[config.mk]
export PLATFORM = sky130hd
export DESIGN_NAME = led_band_fc_receiver_flat
export DESIGN_NICKNAME = d
export VERILOG_FILES = /design/src/rtl/led_band_pkg.sv /design/src/rtl/led_band_fc_receiver_if.sv /design/src/rtl/led_band_lat_decoder.sv /design/src/rtl/led_band_fc_receiver.sv /design/src/flat_wrapper.sv
export SDC_FILE = /design/constraint.sdc
export NUM_CORES = 1
export LEC_CHECK = 0
export ABC_AREA = 1
export CORE_MARGIN = 2
export CORE_UTILIZATION = 45
export DETAILED_ROUTE_END_ITERATION = 12
export PLACE_DENSITY = 0.72
export SLEW_MARGIN = 20
export SYNTH_ARGS = -nofsm -noshare
export SYNTH_HDL_FRONTEND = slang
export SYNTH_HIERARCHICAL = 1
export SYNTH_SLANG_ARGS = --single-unit
[constraint.sdc]
create_clock -name clk -period 10.1 [get_ports clk]
set_input_delay 1.515 -clock clk [delete_from_list [all_inputs] [get_ports clk]]
set_output_delay 1.515 -clock clk [all_outputs]
set_load 0.02 [all_outputs]
[src/rtl/led_band_pkg.sv]
// rtl/led_band_pkg.sv - shared constants and state type for the LED-band FC receiver
package led_band_pkg;
  localparam int FC_WIDTH = 48;

  // Commands are identified by the number of SCLK posedges seen while LAT is high
  localparam logic [4:0] CMD_WRTGS     = 5'd1;
  localparam logic [4:0] CMD_LATGS     = 5'd3;
  localparam logic [4:0] CMD_WRTFC     = 5'd5;
  localparam logic [4:0] CMD_LINERESET = 5'd7;
  localparam logic [4:0] CMD_READFC    = 5'd11;
  localparam logic [4:0] CMD_TMGRST    = 5'd13;
  localparam logic [4:0] CMD_FCWRTEN   = 5'd15;

  typedef enum logic {RX_IDLE, RX_ARMED} fc_rx_state_t;
endpackage

[src/rtl/led_band_fc_receiver_if.sv]
// rtl/led_band_fc_receiver_if.sv - serial line inputs and decoded FC/command outputs
interface led_band_fc_receiver_if;
  import led_band_pkg::*;

  logic                SCLK;
  logic                LAT;
  logic                SIN;
  logic [FC_WIDTH-1:0] fc;
  logic                fc_update;
  logic                fc_armed;
  logic                cmd_valid;
  logic [3:0]          cmd_code;
  logic                cmd_error;

  modport master (
    output SCLK, LAT, SIN,
    input  fc, fc_update, fc_armed, cmd_valid, cmd_code, cmd_error
  );

  modport slave (
    input  SCLK, LAT, SIN,
    output fc, fc_update, fc_armed, cmd_valid, cmd_code, cmd_error
  );
endinterface

[src/rtl/led_band_lat_decoder.sv]
// rtl/led_band_lat_decoder.sv - SCLK/LAT edge detection and LAT pulse width counter
module led_band_lat_decoder (
  input  logic       clk,
  input  logic       rst,
  input  logic       sclk,
  input  logic       lat,
  output logic       sclk_rise,
  output logic       lat_fall,
  output logic [4:0] width
);
  logic prev_sclk;
  logic prev_lat;

  assign sclk_rise = sclk & ~prev_sclk;
  assign lat_fall  = prev_lat & ~lat;

  // Width is held through the lat_fall sample so the decoder can read it, then cleared
  always_ff @(posedge clk or posedge rst) begin
    if (rst) begin
      prev_sclk <= 1'b0;
      prev_lat  <= 1'b0;
      width     <= 5'd0;
    end else begin
      prev_sclk <= sclk;
      prev_lat  <= lat;
      if (lat_fall)
        width <= 5'd0;
      else if (sclk_rise && lat && width != 5'd31)
        width <= width + 5'd1;
    end
  end
endmodule

[src/rtl/led_band_fc_receiver.sv]
// rtl/led_band_fc_receiver.sv - LED-band driver-side receiver: command decode and FC commit
module led_band_fc_receiver
  import led_band_pkg::*;
#(
  parameter logic [FC_WIDTH-1:0] DEFAULT_FC = 48'h5c0201008048,
  parameter int                  FC_BITS    = 48
) (
  input  logic                   clk,
  input  logic                   rst,
  led_band_fc_receiver_if.slave  bus
);
  localparam logic [5:0] FC_BITS_CNT = 6'(FC_BITS);

  logic                sclk_rise;
  logic                lat_fall;
  logic [4:0]          width;
  logic                data_bit;
  fc_rx_state_t        state_q, state_d;
  logic [5:0]          bit_cnt, bit_cnt_d, cnt_base;
  logic [FC_WIDTH-1:0] shreg;
  logic [FC_WIDTH-1:0] fc_q;
  logic                clr_cnt, commit, valid_d, err_d;
  logic                fc_update_q, cmd_valid_q, cmd_error_q;
  logic [3:0]          cmd_code_q;

  led_band_lat_decoder u_lat_decoder (
    .clk       (clk),
    .rst       (rst),
    .sclk      (bus.SCLK),
    .lat       (bus.LAT),
    .sclk_rise (sclk_rise),
    .lat_fall  (lat_fall),
    .width     (width)
  );

  assign data_bit = sclk_rise & ~bus.LAT;

  always_comb begin
    state_d = state_q;
    clr_cnt = 1'b0;
    commit  = 1'b0;
    valid_d = 1'b0;
    err_d   = 1'b0;
    if (lat_fall) begin
      if (width == 5'd0 || width > 5'd15) begin
        err_d = 1'b1;
      end else begin
        valid_d = 1'b1;
        case (state_q)
          RX_IDLE: begin
            if (width == CMD_FCWRTEN) begin
              state_d = RX_ARMED;
              clr_cnt = 1'b1;
            end else if (width == CMD_WRTFC) begin
              err_d = 1'b1;
            end
          end
          RX_ARMED: begin
            if (width == CMD_FCWRTEN) begin
              clr_cnt = 1'b1;
            end else if (width == CMD_WRTFC) begin
              state_d = RX_IDLE;
              if (bit_cnt == FC_BITS_CNT) commit = 1'b1;
              else                        err_d  = 1'b1;
            end else begin
              state_d = RX_IDLE;
              err_d   = 1'b1;
            end
          end
        endcase
      end
    end

    // A data bit coinciding with lat_fall is counted against the state being entered
    cnt_base  = clr_cnt ? 6'd0 : bit_cnt;
    bit_cnt_d = cnt_base;
    if (data_bit && state_d == RX_ARMED && cnt_base != 6'd63)
      bit_cnt_d = cnt_base + 6'd1;
  end

  always_ff @(posedge clk or posedge rst) begin
    if (rst) begin
      state_q     <= RX_IDLE;
      bit_cnt     <= 6'd0;
      shreg       <= '0;
      fc_q        <= DEFAULT_FC;
      fc_update_q <= 1'b0;
      cmd_valid_q <= 1'b0;
      cmd_error_q <= 1'b0;
      cmd_code_q  <= 4'd0;
    end else begin
      state_q     <= state_d;
      bit_cnt     <= bit_cnt_d;
      if (data_bit) shreg <= {shreg[FC_WIDTH-2:0], bus.SIN};
      if (commit)   fc_q  <= shreg;
      fc_update_q <= commit;
      cmd_valid_q <= valid_d;
      cmd_error_q <= err_d;
      if (valid_d)  cmd_code_q <= width[3:0];
    end
  end

  assign bus.fc        = fc_q;
  assign bus.fc_update = fc_update_q;
  assign bus.fc_armed  = (state_q == RX_ARMED);
  assign bus.cmd_valid = cmd_valid_q;
  assign bus.cmd_code  = cmd_code_q;
  assign bus.cmd_error = cmd_error_q;
endmodule

[src/flat_wrapper.sv]
// flat-port wrapper written by rule: the top's interface ports become plain ports
module led_band_fc_receiver_flat import led_band_pkg::*;
#(
  parameter logic [FC_WIDTH-1:0] DEFAULT_FC = 48'h5c0201008048,
  parameter int                  FC_BITS    = 48
)
  (clk, rst, bus_SCLK, bus_LAT, bus_SIN, bus_fc, bus_fc_update, bus_fc_armed, bus_cmd_valid, bus_cmd_code, bus_cmd_error);
  led_band_fc_receiver_if bus_i ();
  input  logic clk;
  input  logic rst;
  input wire logic [$bits(bus_i.SCLK)-1:0] bus_SCLK;
  input wire logic [$bits(bus_i.LAT)-1:0] bus_LAT;
  input wire logic [$bits(bus_i.SIN)-1:0] bus_SIN;
  output wire logic [$bits(bus_i.fc)-1:0] bus_fc;
  output wire logic [$bits(bus_i.fc_update)-1:0] bus_fc_update;
  output wire logic [$bits(bus_i.fc_armed)-1:0] bus_fc_armed;
  output wire logic [$bits(bus_i.cmd_valid)-1:0] bus_cmd_valid;
  output wire logic [$bits(bus_i.cmd_code)-1:0] bus_cmd_code;
  output wire logic [$bits(bus_i.cmd_error)-1:0] bus_cmd_error;
  assign bus_i.SCLK = bus_SCLK;
  assign bus_i.LAT = bus_LAT;
  assign bus_i.SIN = bus_SIN;
  assign bus_fc = bus_i.fc;
  assign bus_fc_update = bus_i.fc_update;
  assign bus_fc_armed = bus_i.fc_armed;
  assign bus_cmd_valid = bus_i.cmd_valid;
  assign bus_cmd_code = bus_i.cmd_code;
  assign bus_cmd_error = bus_i.cmd_error;
  led_band_fc_receiver #(.DEFAULT_FC(DEFAULT_FC), .FC_BITS(FC_BITS)) u_core (.clk(clk), .rst(rst), .bus(bus_i));
endmodule
==> metrics.cfg <==
[cells_and_area]
area_delta_synth_final_pct=27.2
antenna_cells=0
design_area_um2=5940
drive_above_1_share_pct=8.82
num-nets-final=575

[clocking]
cts_resized=0
htreeDepth=4
numCtsBuffers=17
cts_hold_buffers=0
clk_path_buf_depth=2
cts_root_buf=clkbuf_8
cts.sinks=117
post_cts_buffers=0
clk_pin_slew_ns=0.05
cts_tree=built
insertion_delay_ns=0.50

[grt]
grt_pass1_wl_um=16000
grt.overflow.total=0
grt_max_degree=97
grt_usage_pct=17.9
grt_pass1_vias=3487
antenna_found_initial=0

[routing]
routedWlPerCell_um=12.5
dr.pass1.iters=4
vias=3394
ant_nets=0
viasPerCell=4.75
drt_iter0_drc=142
routed_wl_um=8960
drc=0

[sta]
max_freq_ghz=0.278
tightest_slew_ns=0.941
finClkSkew_ns=0.0119
maxSlewHeadroom_pct=37.2
hold_viol_final=0
layout_min_cycle_time_ns=3.60
tns_ns=0
fin_crit_sh_pct=35.7
drv_slew=0
rsz0062_at_grt=no
finalSetupViolCount=0

[power]
peakVddDrop_uv=113
p_per_area_nw_per_um2=204
leakage_nw=2.83

[worst_setup_path]
critical_path_class=primary input to flop
cp.required_ns=10.53
cp.arrival_ns=4.03
reg2regPathDepth=13
r2r_end=u_core/bit_cnt[4]$_DFF_PP0_
end_kind=flop
r2r_start=u_core/u_lat_decoder/prev_lat$_DFF_PP0_
worst-path-max-fanout=12
reg2reg_slack_ns=7.71
cp-start-kind=primary input

[status]
status=completed

[placed_design]
dp.final_hpwl_um=5510
io_buffers=60
dpl_cell_area_um2=5350
gp_congestion=0.772

[yosys]
syn_nets=515
synth.area.mux_share_pct=0
ys_ff_latch=117
synthXorXnorAreaFrac_pct=0.562
syn_inst=507
synth-warning-count=6
synth_cell_types=25
synth_area_per_cell_um2=9.22
synth-compound-area-share_pct=11.1
netlist_area_um2=4670
synthAdderAreaFrac_pct=0.803
synth_top_family_by_area=simple AND/OR/NAND/NOR gates
yosysSeqAreaShare_pct=62.9
synth-simple-area-share_pct=15.8

[min_path]
hold_end=u_core/bus.fc[33]$_DFFE_PP1P_
hold_depth=2
min_path_type=flop to flop
hp-start=u_core/bus.fc[33]$_DFFE_PP1P_

[die]
die_w_um=106
core-area_um2=10200
boundaryPins=61
fp-row-count=37
start_util_pct=45.9
die_y_um=106
die_area_um2=11200

[flow_run]
drv_cap=0

[kinds of logic (layout without fill, tap and decap cells)]
group,Yosys count,after routing
adder cells (fa/ha/maj),3,3
AO/OA/AOI/OAI,104,104
buffers and inverters,97,168
XOR/XNOR,3,3
AND/OR/NAND/NOR,183,183
flip-flops,117,117
[worst max-delay path by stage]
stage,from,to,slack (ns),cells past startpoint
6_report,bus_LAT,u_core/bit_cnt[4]$_DFF_PP0_,6.50,13
5_1_grt,bus_LAT,u_core/bit_cnt[4]$_DFF_PP0_,6.29,13
4_1_cts,bus_LAT,u_core/bit_cnt[3]$_DFF_PP0_,6.52,13
3_5_place_dp,bus_LAT,u_core/bit_cnt[2]$_DFF_PP0_,6.04,13
3_3_place_gp,bus_LAT,u_core/bit_cnt[1]$_DFF_PP0_,6.25,13
2_1_floorplan,rst,u_core/bit_cnt[0]$_DFF_PP0_,5.70,1
[registers in the layout, summed over array words and instances (netlist names)]
register,flops
u_core/bit_cnt,6
u_core/bus.cmd_valid,1
u_core/bus.cmd_error,1
u_core/u_lat_decoder/prev_lat,1
u_core/u_lat_decoder/width,5
u_core/bus.cmd_code,4
u_core/bus.fc,48
u_core/shreg,48
u_core/u_lat_decoder/prev_sclk,1
u_core/bus.fc_armed,1
u_core/bus.fc_update,1
[power breakdown]
group,switching [W],internal [W],total [W]
registers,0.0000225,0.000509,0.000532
logic,0.0000554,0.0000271,0.0000825
clock network,0.000199,0.000397,0.000596
[area by class of cell]
| type | instances | area, um^2 |
|---|---|---|
| multi-input cells | 293 | 1340 |
| clock inverters | 9 | 126 |
| clock buffers | 21 | 469 |
| repair buffers | 62 | 616 |
| fillers | 880 | 4240 |
| well taps | 136 | 170 |
| inverters | 76 | 288 |
| flip-flops and latches | 117 | 2940 |
[critical path, stage by stage]
cell	delay, ns
clkdlybuf4s50_1	0.49
nor2_1	0.39
nand3_1	0.41
nand2_1	0.23
inv_1	0.06
ha_1	0.21
nand2_1	0.09
inv_1	0.05
nand4_1	0.14
nand3_2	0.16
inv_1	0.16
nand2_1	0.07
nand2_1	0.06
[Yosys cell counts (all sizes together)]
cell	count	share of area (%)
buf	12	2.0
nand2	148	12
a21oi	3	0.32
or2	1	0.13
dfstp	9	5.1
clkbuf	9	0.75
xnor2	1	0.19
nand4	3	0.40
o21ai	101	11
inv	75	6.0
nand3	12	1.5
ha	3	0.80
xor2	2	0.37
dfrtp	108	58
nor2	18	1.7
nor3	1	0.11
clkinv	1	0.080
[placed cells by master, fill, tap and decap left out]
master | Yosys | layout
o21ai_0 | 60 | 60
clkinv_1 | 1 | 1
nor2_1 | 16 | 15
inv_1 | 74 | 73
bufinv_16 | 0 | 3
nor2_2 | 1 | 1
nand3_1 | 10 | 10
a21oi_1 | 3 | 3
inv_2 | 1 | 1
nand2_4 | 0 | 1
dfrtp_1 | 108 | 108
ha_1 | 3 | 3
clkinv_4 | 0 | 1
nor3_1 | 1 | 1
nand2_1 | 146 | 146
or2_2 | 1 | 1
xor2_1 | 2 | 2
clkinv_2 | 0 | 4
nand4_1 | 3 | 3
xnor2_1 | 1 | 1
clkbuf_8 | 0 | 5
nand3_2 | 2 | 2
buf_4 | 0 | 2
o21ai_1 | 41 | 41
nor2_4 | 1 | 2
dfstp_2 | 9 | 9
clkbuf_16 | 0 | 16
nand2_2 | 2 | 1
inv_4 | 0 | 1
clkdlybuf4s50_1 | 0 | 60
clkinvlp_4 | 0 | 1
[stage by stage]
stage / instances / hold slack [ns] / setup slack (ns) / power [W] / utilization, %
2_1_floorplan: 507 / 0.442 / 5.70 / 0.000591 / -
3_3_place_gp: 684 / 0.463 / 6.25 / 0.000616 / 52.5
3_5_place_dp: 684 / 0.468 / 6.04 / 0.000620 / 52.5
4_1_cts: 714 / 0.478 / 6.52 / 0.00122 / 58.4
5_1_grt: 714 / 0.494 / 6.29 / 0.00127 / 58.4
6_report: 714 / 0.473 / 6.50 / 0.00121 / 58.4
[metal layers]
layer / track usage [%] / vias up / wire (um)
met1: 23.3 / 1617 / 4230
met3: 4.90 / 17 / 285
li1: - / 1693 / -
met4: 7.71 / 0 / 142
met2: 28.3 / 67 / 4300
met5: 0 / - / 0
Note: power is estimated with default switching activity, not from simulation.
